## src/rtl/sha256_pkg.sv

```systemverilog
// Shared SHA-256 constants, state type and rotate helper.
// Imported by sha256_small_sigma and sha256_msg_sched.
package sha256_pkg;

   localparam int WORD_W      = 32;
   localparam int BLOCK_WORDS = 16;
   localparam int MAX_W       = 64;

   localparam int unsigned S0_R1 = 7;
   localparam int unsigned S0_R2 = 18;
   localparam int unsigned S0_SH = 3;
   localparam int unsigned S1_R1 = 17;
   localparam int unsigned S1_R2 = 19;
   localparam int unsigned S1_SH = 10;

   typedef enum logic {
      IDLE,
      RUN
   } state_t;

   function automatic logic [WORD_W-1:0] rotr(
      input logic [WORD_W-1:0] x,
      input int unsigned       n
   );
      return (x >> n) | (x << (WORD_W - n));
   endfunction

endpackage

```

## src/rtl/sha256_small_sigma.sv

```systemverilog
// SHA-256 small sigma: rotr(R1) ^ rotr(R2) ^ shr(SH).
// Ports: x (word in), y (sigma of x). Purely combinational.
module sha256_small_sigma
   import sha256_pkg::*;
#(
   parameter int unsigned R1 = S0_R1,
   parameter int unsigned R2 = S0_R2,
   parameter int unsigned SH = S0_SH
) (
   input  logic [WORD_W-1:0] x,
   output logic [WORD_W-1:0] y
);

   assign y = rotr(x, R1) ^ rotr(x, R2) ^ (x >> SH);

endmodule

```

## src/rtl/sha256_msg_sched.sv

```systemverilog
// SHA-256 message-schedule expander: loads a 512-bit block and streams
// W[0..NUM_W-1] over a valid/ready handshake.
// Ports: clk, rst_n (async low), start, block_in[511:0], w_valid,
// w_ready, w_out[31:0], w_idx[5:0], busy, done (1-cycle pulse).
// Option: define MSG_SCHED_ABORT_EN to add an abort input.
module sha256_msg_sched
   import sha256_pkg::*;
#(
   parameter int NUM_W = MAX_W
) (
   input  logic                          clk,
   input  logic                          rst_n,
   input  logic                          start,
   input  logic [BLOCK_WORDS*WORD_W-1:0] block_in,
`ifdef MSG_SCHED_ABORT_EN
   input  logic                          abort,
`endif
   output logic                          w_valid,
   input  logic                          w_ready,
   output logic [WORD_W-1:0]             w_out,
   output logic [5:0]                    w_idx,
   output logic                          busy,
   output logic                          done
);

   localparam logic [5:0] LAST_T = 6'(NUM_W - 1);

   state_t state, state_nx;

   logic [WORD_W-1:0] win [BLOCK_WORDS];
   logic [5:0]        t;

   logic load, xfer, fin, kill;
   logic [WORD_W-1:0] s0, s1, nw;

`ifdef MSG_SCHED_ABORT_EN
   assign kill = abort & (state == RUN);
`else
   assign kill = 1'b0;
`endif

   // State register
   always_ff @(posedge clk or negedge rst_n) begin
      if (!rst_n) state <= IDLE;
      else        state <= state_nx;
   end

   // Next-state logic
   always_comb begin
      state_nx = state;
      unique case (state)
         IDLE:    if (start) state_nx = RUN;
         RUN:     if (kill || fin) state_nx = IDLE;
         default: state_nx = IDLE;
      endcase
   end

   // Control decode; abort wins over a transfer in the same cycle
   always_comb begin
      load = (state == IDLE) & start;
      xfer = (state == RUN) & w_ready & ~kill;
      fin  = xfer & (t == LAST_T);
   end

   sha256_small_sigma #(
      .R1(S0_R1), .R2(S0_R2), .SH(S0_SH)
   ) u_sigma0 (
      .x(win[1]),
      .y(s0)
   );

   sha256_small_sigma #(
      .R1(S1_R1), .R2(S1_R2), .SH(S1_SH)
   ) u_sigma1 (
      .x(win[14]),
      .y(s1)
   );

   // win[0] is W[t]; the word entering win[15] is W[t+16]
   assign nw = s1 + win[9] + s0 + win[0];

   always_ff @(posedge clk or negedge rst_n) begin
      if (!rst_n) begin
         for (int i = 0; i < BLOCK_WORDS; i++) win[i] <= '0;
         t       <= '0;
         w_valid <= 1'b0;
         busy    <= 1'b0;
         done    <= 1'b0;
      end else begin
         done <= fin;
         if (load) begin
            for (int i = 0; i < BLOCK_WORDS; i++)
               win[i] <= block_in[(BLOCK_WORDS-1-i)*WORD_W +: WORD_W];
            t       <= '0;
            w_valid <= 1'b1;
            busy    <= 1'b1;
         end else if (kill) begin
            t       <= '0;
            w_valid <= 1'b0;
            busy    <= 1'b0;
         end else if (xfer) begin
            for (int i = 0; i < BLOCK_WORDS-1; i++) win[i] <= win[i+1];
            win[BLOCK_WORDS-1] <= nw;
            if (fin) begin
               t       <= '0;
               w_valid <= 1'b0;
               busy    <= 1'b0;
            end else begin
               t <= t + 6'd1;
            end
         end
      end
   end

   assign w_out = win[0];
   assign w_idx = t;

endmodule

```

## config.mk

```make
export PLATFORM = sky130hd
export DESIGN_NAME = sha256_msg_sched
export DESIGN_NICKNAME = d
export VERILOG_FILES = /design/src/rtl/sha256_pkg.sv /design/src/rtl/sha256_small_sigma.sv /design/src/rtl/sha256_msg_sched.sv
export SDC_FILE = /design/constraint.sdc
export NUM_CORES = 1
export LEC_CHECK = 0
export BUFFER_PORTS_ARGS = -buffer_cell sky130_fd_sc_hd__buf_2
export CORE_ASPECT_RATIO = 0.7
export CORE_MARGIN = 2
export CORE_UTILIZATION = 40
export CTS_BUF_LIST = sky130_fd_sc_hd__clkbuf_8
export DETAILED_ROUTE_END_ITERATION = 8
export HOLD_SLACK_MARGIN = 0.15
export PLACE_DENSITY = 0.65
export SETUP_SLACK_MARGIN = 0.05
export SYNTH_ARGS = -nofsm -noshare
export SYNTH_HDL_FRONTEND = slang
export SYNTH_SLANG_ARGS = --single-unit
```

## constraint.sdc

```tcl
create_clock -name clk -period 12.27 [get_ports clk]
set_input_delay 0.6135 -clock clk [delete_from_list [all_inputs] [get_ports clk]]
set_output_delay 0.6135 -clock clk [all_outputs]
set_load 0.05 [all_outputs]
```

### Yosys cells after proc, flatten, opt, wreduce, memory -nomap -nowiden

Index checks and enable logic that the tools add are counted.

| word-level totals | value |
|---|---|
| output and inout port bits | 41 |
| bits of input ports | 516 |
| flip-flop bits (word level) | 521 |

| operators by class | value |
|---|---|
| add/subtract/negate cells | 4 |
| muxes and demuxes | 11 |
| bitwise logic cells | 12 |
| reductions and logical operators | 3 |
| equal/unequal tests | 1 |

Operators by type and width:

| cell | number |
|---|---|
| two-way mux 512 bit | 2 |
| adder 32 bit | 3 |
| XOR 32 bit | 2 |
| bitwise OR 13 x 32 -> 32 bit | 1 |
| bitwise OR 14 x 32 -> 32 bit | 1 |
| bitwise OR 15 x 32 -> 32 bit | 1 |
| bitwise OR 25 x 32 -> 32 bit | 1 |
| XOR 32 x 22 -> 32 bit | 1 |
| XOR 32 x 29 -> 32 bit | 1 |
| two-way mux 6 bit | 3 |
| adder 6 x 1 -> 6 bit, second input constant | 1 |
| == test 6 bit, second input constant | 1 |
| two-way mux 1 bit | 5 |
| nonzero test 2 bit | 2 |
| bitwise AND 1 bit | 3 |
| one-hot mux 1 bit (2 select lines) | 1 |
| AND reduction 2 bit | 1 |
| NOT 1 bit | 1 |

### Longest topological paths before layout

| logic depth | value |
|---|---|
| depth after elaboration | 8 |
| gate-level depth with buffers | 17 |
| depth with buffers taken out | 16 |

### Modules after synthesis

Synthesis repeated with hierarchy kept, for this count alone.

| second synthesis, totals | value |
|---|---|
| cell total of the unflattened synthesis | 3398 |
| area total of the unflattened synthesis | 28170.8 µm² |

By module, submodules not included:

| module | times used | area each (µm²) | cells each |
|---|---|---|---|
| sha256_msg_sched | 1 | 26833.2 | 3334 |
| sha256_small_sigma at u_sigma0 | 1 | 726.9 | 32 |
| sha256_small_sigma at u_sigma1 | 1 | 610.6 | 32 |

### Least setup slack after synthesis

Ideal clock, no wire load.

| path | value |
|---|---|
| path type | reg2reg |
| start point | reg win[456] (netlist name) |
| end point | reg win[19] (netlist name) |
| buffers on the path | 1 |
| cell stages (with the launch flop) | 18 |
| period minus slack after synthesis | 4.030 ns |
| path slack | 8.240 ns |
| data arrival time | 3.948 ns |
| cell sequence | dfrtp_1 -> clkbuf_1 -> xor2_1 -> xnor2_1 -> fa_1 -> inv_1 -> fa_1 -> ha_1 -> fa_1 -> a21o_1 -> a221o_1 -> a211oi_1 -> or2_2 -> o21ai_0 -> a31oi_1 -> xnor2_1 -> nor2_1 -> a31oi_1 |

| on the way | value |
|---|---|
| word-level cells in the longest chain between the ends | 7 |

Ends and longest elaborated chain:

| what | RTL line | text |
|---|---|---|
| from (decl) | sha256_msg_sched.sv:30 | `logic [WORD_W-1:0] win [BLOCK_WORDS];` |
| from (signal, indexed assignment) | sha256_msg_sched.sv:93 | `win[i] <= block_in[(BLOCK_WORDS-1-i)*WORD_W +: WORD_W];` |
| from (signal, indexed assignment) | sha256_msg_sched.sv:103 | `win[BLOCK_WORDS-1] <= nw;` |
| bitwise OR 25 x 32 -> 32 bit | sha256_pkg.sv:25 | `return (x >> n) \| (x << (WORD_W - n));` |
| XOR 32 bit | sha256_small_sigma.sv:14 | `assign y = rotr(x, R1) ^ rotr(x, R2) ^ (x >> SH);` |
| XOR 32 x 29 -> 32 bit (*) | sha256_small_sigma.sv:14 |  |
| adder 32 bit (*) (2 in a row) | sha256_msg_sched.sv:80 | `assign nw = s1 + win[9] + s0 + win[0];` |
| two-way mux 512 bit (*) | sha256_msg_sched.sv:101 | `end else if (xfer) begin` |
| two-way mux 512 bit (*) | sha256_msg_sched.sv:91 | `if (load) begin` |

Mark *: on every way between the ends. The rest lies on a longest branch, timed or not. The select of a mux whose other input is x is not followed.
A chain may end at the register's enable or synchronous reset.

### Worst setup path after layout

| path | value |
|---|---|
| start point | reg win[460] (netlist name) |
| end point | reg win[28] (netlist name) |

| on the way | value |
|---|---|
| word-level cells in the longest chain between the ends | 7 |

Ends and longest elaborated chain:

| what | RTL line |
|---|---|
| bitwise OR 25 x 32 -> 32 bit / bitwise OR 14 x 32 -> 32 bit (equally long branches) | sha256_pkg.sv:25 |
| XOR 32 bit | sha256_small_sigma.sv:14 |
| XOR 32 x 29 -> 32 bit (*) | sha256_small_sigma.sv:14 |
| adder 32 bit (*) (2 in a row) | sha256_msg_sched.sv:80 |
| two-way mux 512 bit (*) | sha256_msg_sched.sv:101 |
| two-way mux 512 bit (*) | sha256_msg_sched.sv:91 |

Marks and branches as above.

==> metrics <==
outcome complete, no violations; critical path class reg -> reg; Bufs on Longest Clock Path 3; syn nets 4047; DR top layer met5; dpl cells 4602; Metal-1 WL 50.95 mm; largest net degree at the start of global routing 222; Vias 28070; Worst setup EP type register; WL/cell 22.06 um; Final Hold Violating Endpoints 0; largest stage delay on the critical path 0.55 ns; HPWL after DPL 78.57 mm; final antenna-violating net count 0; Num CTS Buffers 89; Top delay family on crit path adder cells; clock root buffer clkbuf_8; RSZ-0062 raised after global routing no; Slowest-stage cell, CP or4b_1; skew final 0.04187 ns; worst hold path type in -> reg; H-tree Lvls 3; fin crit share 37.94%; IO Port Bufs 556; Die Wd 320.2 um; Placed Area 0.03075 sq mm; max-cap violations 0; CP max FO 6; yosys warns 0; core region area 0.06952 sq mm; vias per cell 5.443; clock sinks 521; GRT Util Overall 30.80%; layout filler cell count 6407; die height 225.3 um; Cell variety after synth 66; Starting Density 40.27%; clock-pin slew on the worst setup and hold paths 0.07 ns; P_leak 0.01737 uW; Max Slew Vio Count 0; num rows 81; Post CTS Setup Buffer Count 0; cts hold-fix bufs 388; DRC 0; Area growth, synth to finish 30.98%; Max Freq 214.8 MHz; crit path DAT 5.21 ns; synthesized netlist cell count 3437; global-route wire length before repair 166.4 mm; mean post-synth cell area 8.145 sq um; required time of the critical path 12.83 ns; Max-Slew Margin vs Limit 17.92%; sequential share of the synthesized area 46.57%; Slew @ Worst Pin 1.231 ns; Setup violations, final 0; Primary FF master, synth dfrtp_1; Met2 Wirelength 49.04 mm; layout cells sized above 1 17.26%; ys async rst share 100.0%; final WL 113.8 mm; DRT Pass-1 Iters 6; initial antenna violation count 11; TritonCTS clock tree yes; met3 wire len 10.29 mm; post-synthesis register bit count 521; EDFF count, synth 0; worst path cell trace xor2_1 -> xnor2_1 -> fa_1 -> fa_1 -> inv_1 -> ha_1 -> and3_2 -> nand2_1 -> a21oi_2 -> or4b_1 -> a31o_2 -> a22oi_2 -> nor4b_1 -> a311oi_2 -> o41ai_2; vias in the first global route 26690; die area 0.07215 sq mm; fin area 0.03667 sq mm; Ports 557; RePlAce Congestion 0.9406; mapped cell area 0.02800 sq mm; most frequent cells in the layout nand2_1, buf_2, dfrtp_1, nor2_1, a31oi_1; most used cell, CP fa_1; commonest non-fill, non-tap cell in the layout nand2_1; post_cts resized 0; Layout Cells excl Fill 5157; total negative slack 0 ns; Setup crit start kind register; Skew-Pair Late Insertion Delay 0.72 ns; DRT iter0 DRCs 3194; WP buf/inv 1; Worst VDD drop 0.3201 mV; GR Overflow Total 0; nets 4780; Tmin final 4.656 ns; PwrDens 282.2 mW/mm^2
==> Yosys cell counts, drive strengths merged, types with 2 or more instances <==
master  number  share of area (%)
o21ai       21               0.39
a221o        3               0.11
nand2b       4              0.089
nor3         3              0.054
clkbuf     266                3.7
a31oi      503                 11
ha          32                1.4
inv        123                1.6
a31o         2              0.063
nand2     1041                 14
a21o        22               0.61
nor2       514                6.9
xnor2       84                2.6
nand3       11               0.20
o21a         3              0.080
and2         3              0.067
or3          4              0.094
a311oi       2              0.085
mux2i        2              0.072
a21oi       39               0.72
and3        10               0.23
xor2        61                1.9
nand4        4              0.089
buf         56                1.3
and4         2              0.063
o211ai       4               0.11
fa          62                4.4
o31ai        5               0.15
a211oi       5               0.13
a22o         2              0.067
nor2b        3              0.067
dfrtp      521                 47
==> per-stage QoR <==
stage	power, uW	utilization [%]	setup slack [ns]	hold WS [ns]
floorplan	6726	-	8.240	0.3179
global placement	8334	44.23	7.757	0.4901
detailed placement	8335	44.23	7.745	0.5120
CTS	10260	52.70	7.685	0.1503
global route	11030	52.74	7.494	0.1504
finish	10350	52.74	7.614	0.1807
==> cell families after synthesis <==
logic type / count (synthesis) / share of synthesized area (%)
adder cells (fa/ha/maj): 94 / 5.864
multiplexers: 2 / 0.07151
XOR/XNOR: 145 / 4.536
flip-flops: 521 / 46.57
AND/OR/NAND/NOR: 1606 / 22.01
AO/OA/AOI/OAI: 623 / 14.23
buffers and inverters: 446 / 6.717
==> sequential cells by signal, indices dropped and copies added, names as in the netlist <==
signal and count:
busy 1, w_idx 6, state 1, win 480, w_out 32, done 1
==> worst paths after layout <==
check                                  endpoint                 start  cells past startpoint  slack (ns)
min in group asynchronous      busy$_DFFE_PN0P_                 rst_n                      2        0.62
max in group asynchronous  win[326]$_DFFE_PN0P_                 rst_n                      4        9.24
setup / recovery            win[28]$_DFFE_PN0P_  win[460]$_DFFE_PN0P_                     15        7.61
hold reg to reg            w_idx[5]$_DFFE_PN0P_  w_idx[5]$_DFFE_PN0P_                      1        0.53
setup reg to reg            win[28]$_DFFE_PN0P_  win[460]$_DFFE_PN0P_                     15        7.61
hold / removal              win[13]$_DFFE_PN0P_          block_in[13]                      3        0.18
==> worst reg2reg max path, delay by kind of cell (launching register included) <==
| kind | cells | cell delay [ns] |
|---|---|---|
| adder cells (fa/ha/maj) | 3 | 1.35 |
| AO/OA/AOI/OAI | 5 | 1.01 |
| AND/OR/NAND/NOR | 4 | 1.00 |
| XOR/XNOR | 2 | 0.64 |
| flip-flops | 1 | 0.47 |
| buffers and inverters | 1 | 0.04 |
==> final cells by class <==
class / instances / area, sq um / area share (%)
repair buffers: 965 / 6914 / 18.86
clock inverters: 51 / 476.7 / 1.300
flip-flops and latches: 521 / 13040 / 35.56
well taps: 913 / 1142 / 3.115
inverters: 123 / 461.7 / 1.259
multi-input cells: 2470 / 13100 / 35.73
diodes: 3 / 7.507 / 0.02047
clock buffers: 111 / 1528 / 4.166
==> where the power goes <==
part	leakage (uW)	internal [uW]	switching, uW
combinational	0.0110	2370	3550
clock	0.00112	1010	787
sequential	0.00529	2170	453
==> per-layer routing <==
| metal | track usage (%) | up-vias |
|---|---|---|
| met5 | 0 | - |
| met4 | 9.193 | 16 |
| met3 | 7.737 | 252 |
| met2 | 44.87 | 1336 |
| met1 | 45.00 | 13720 |
| li1 | - | 12750 |
Power figures use the tool's default switching activity.
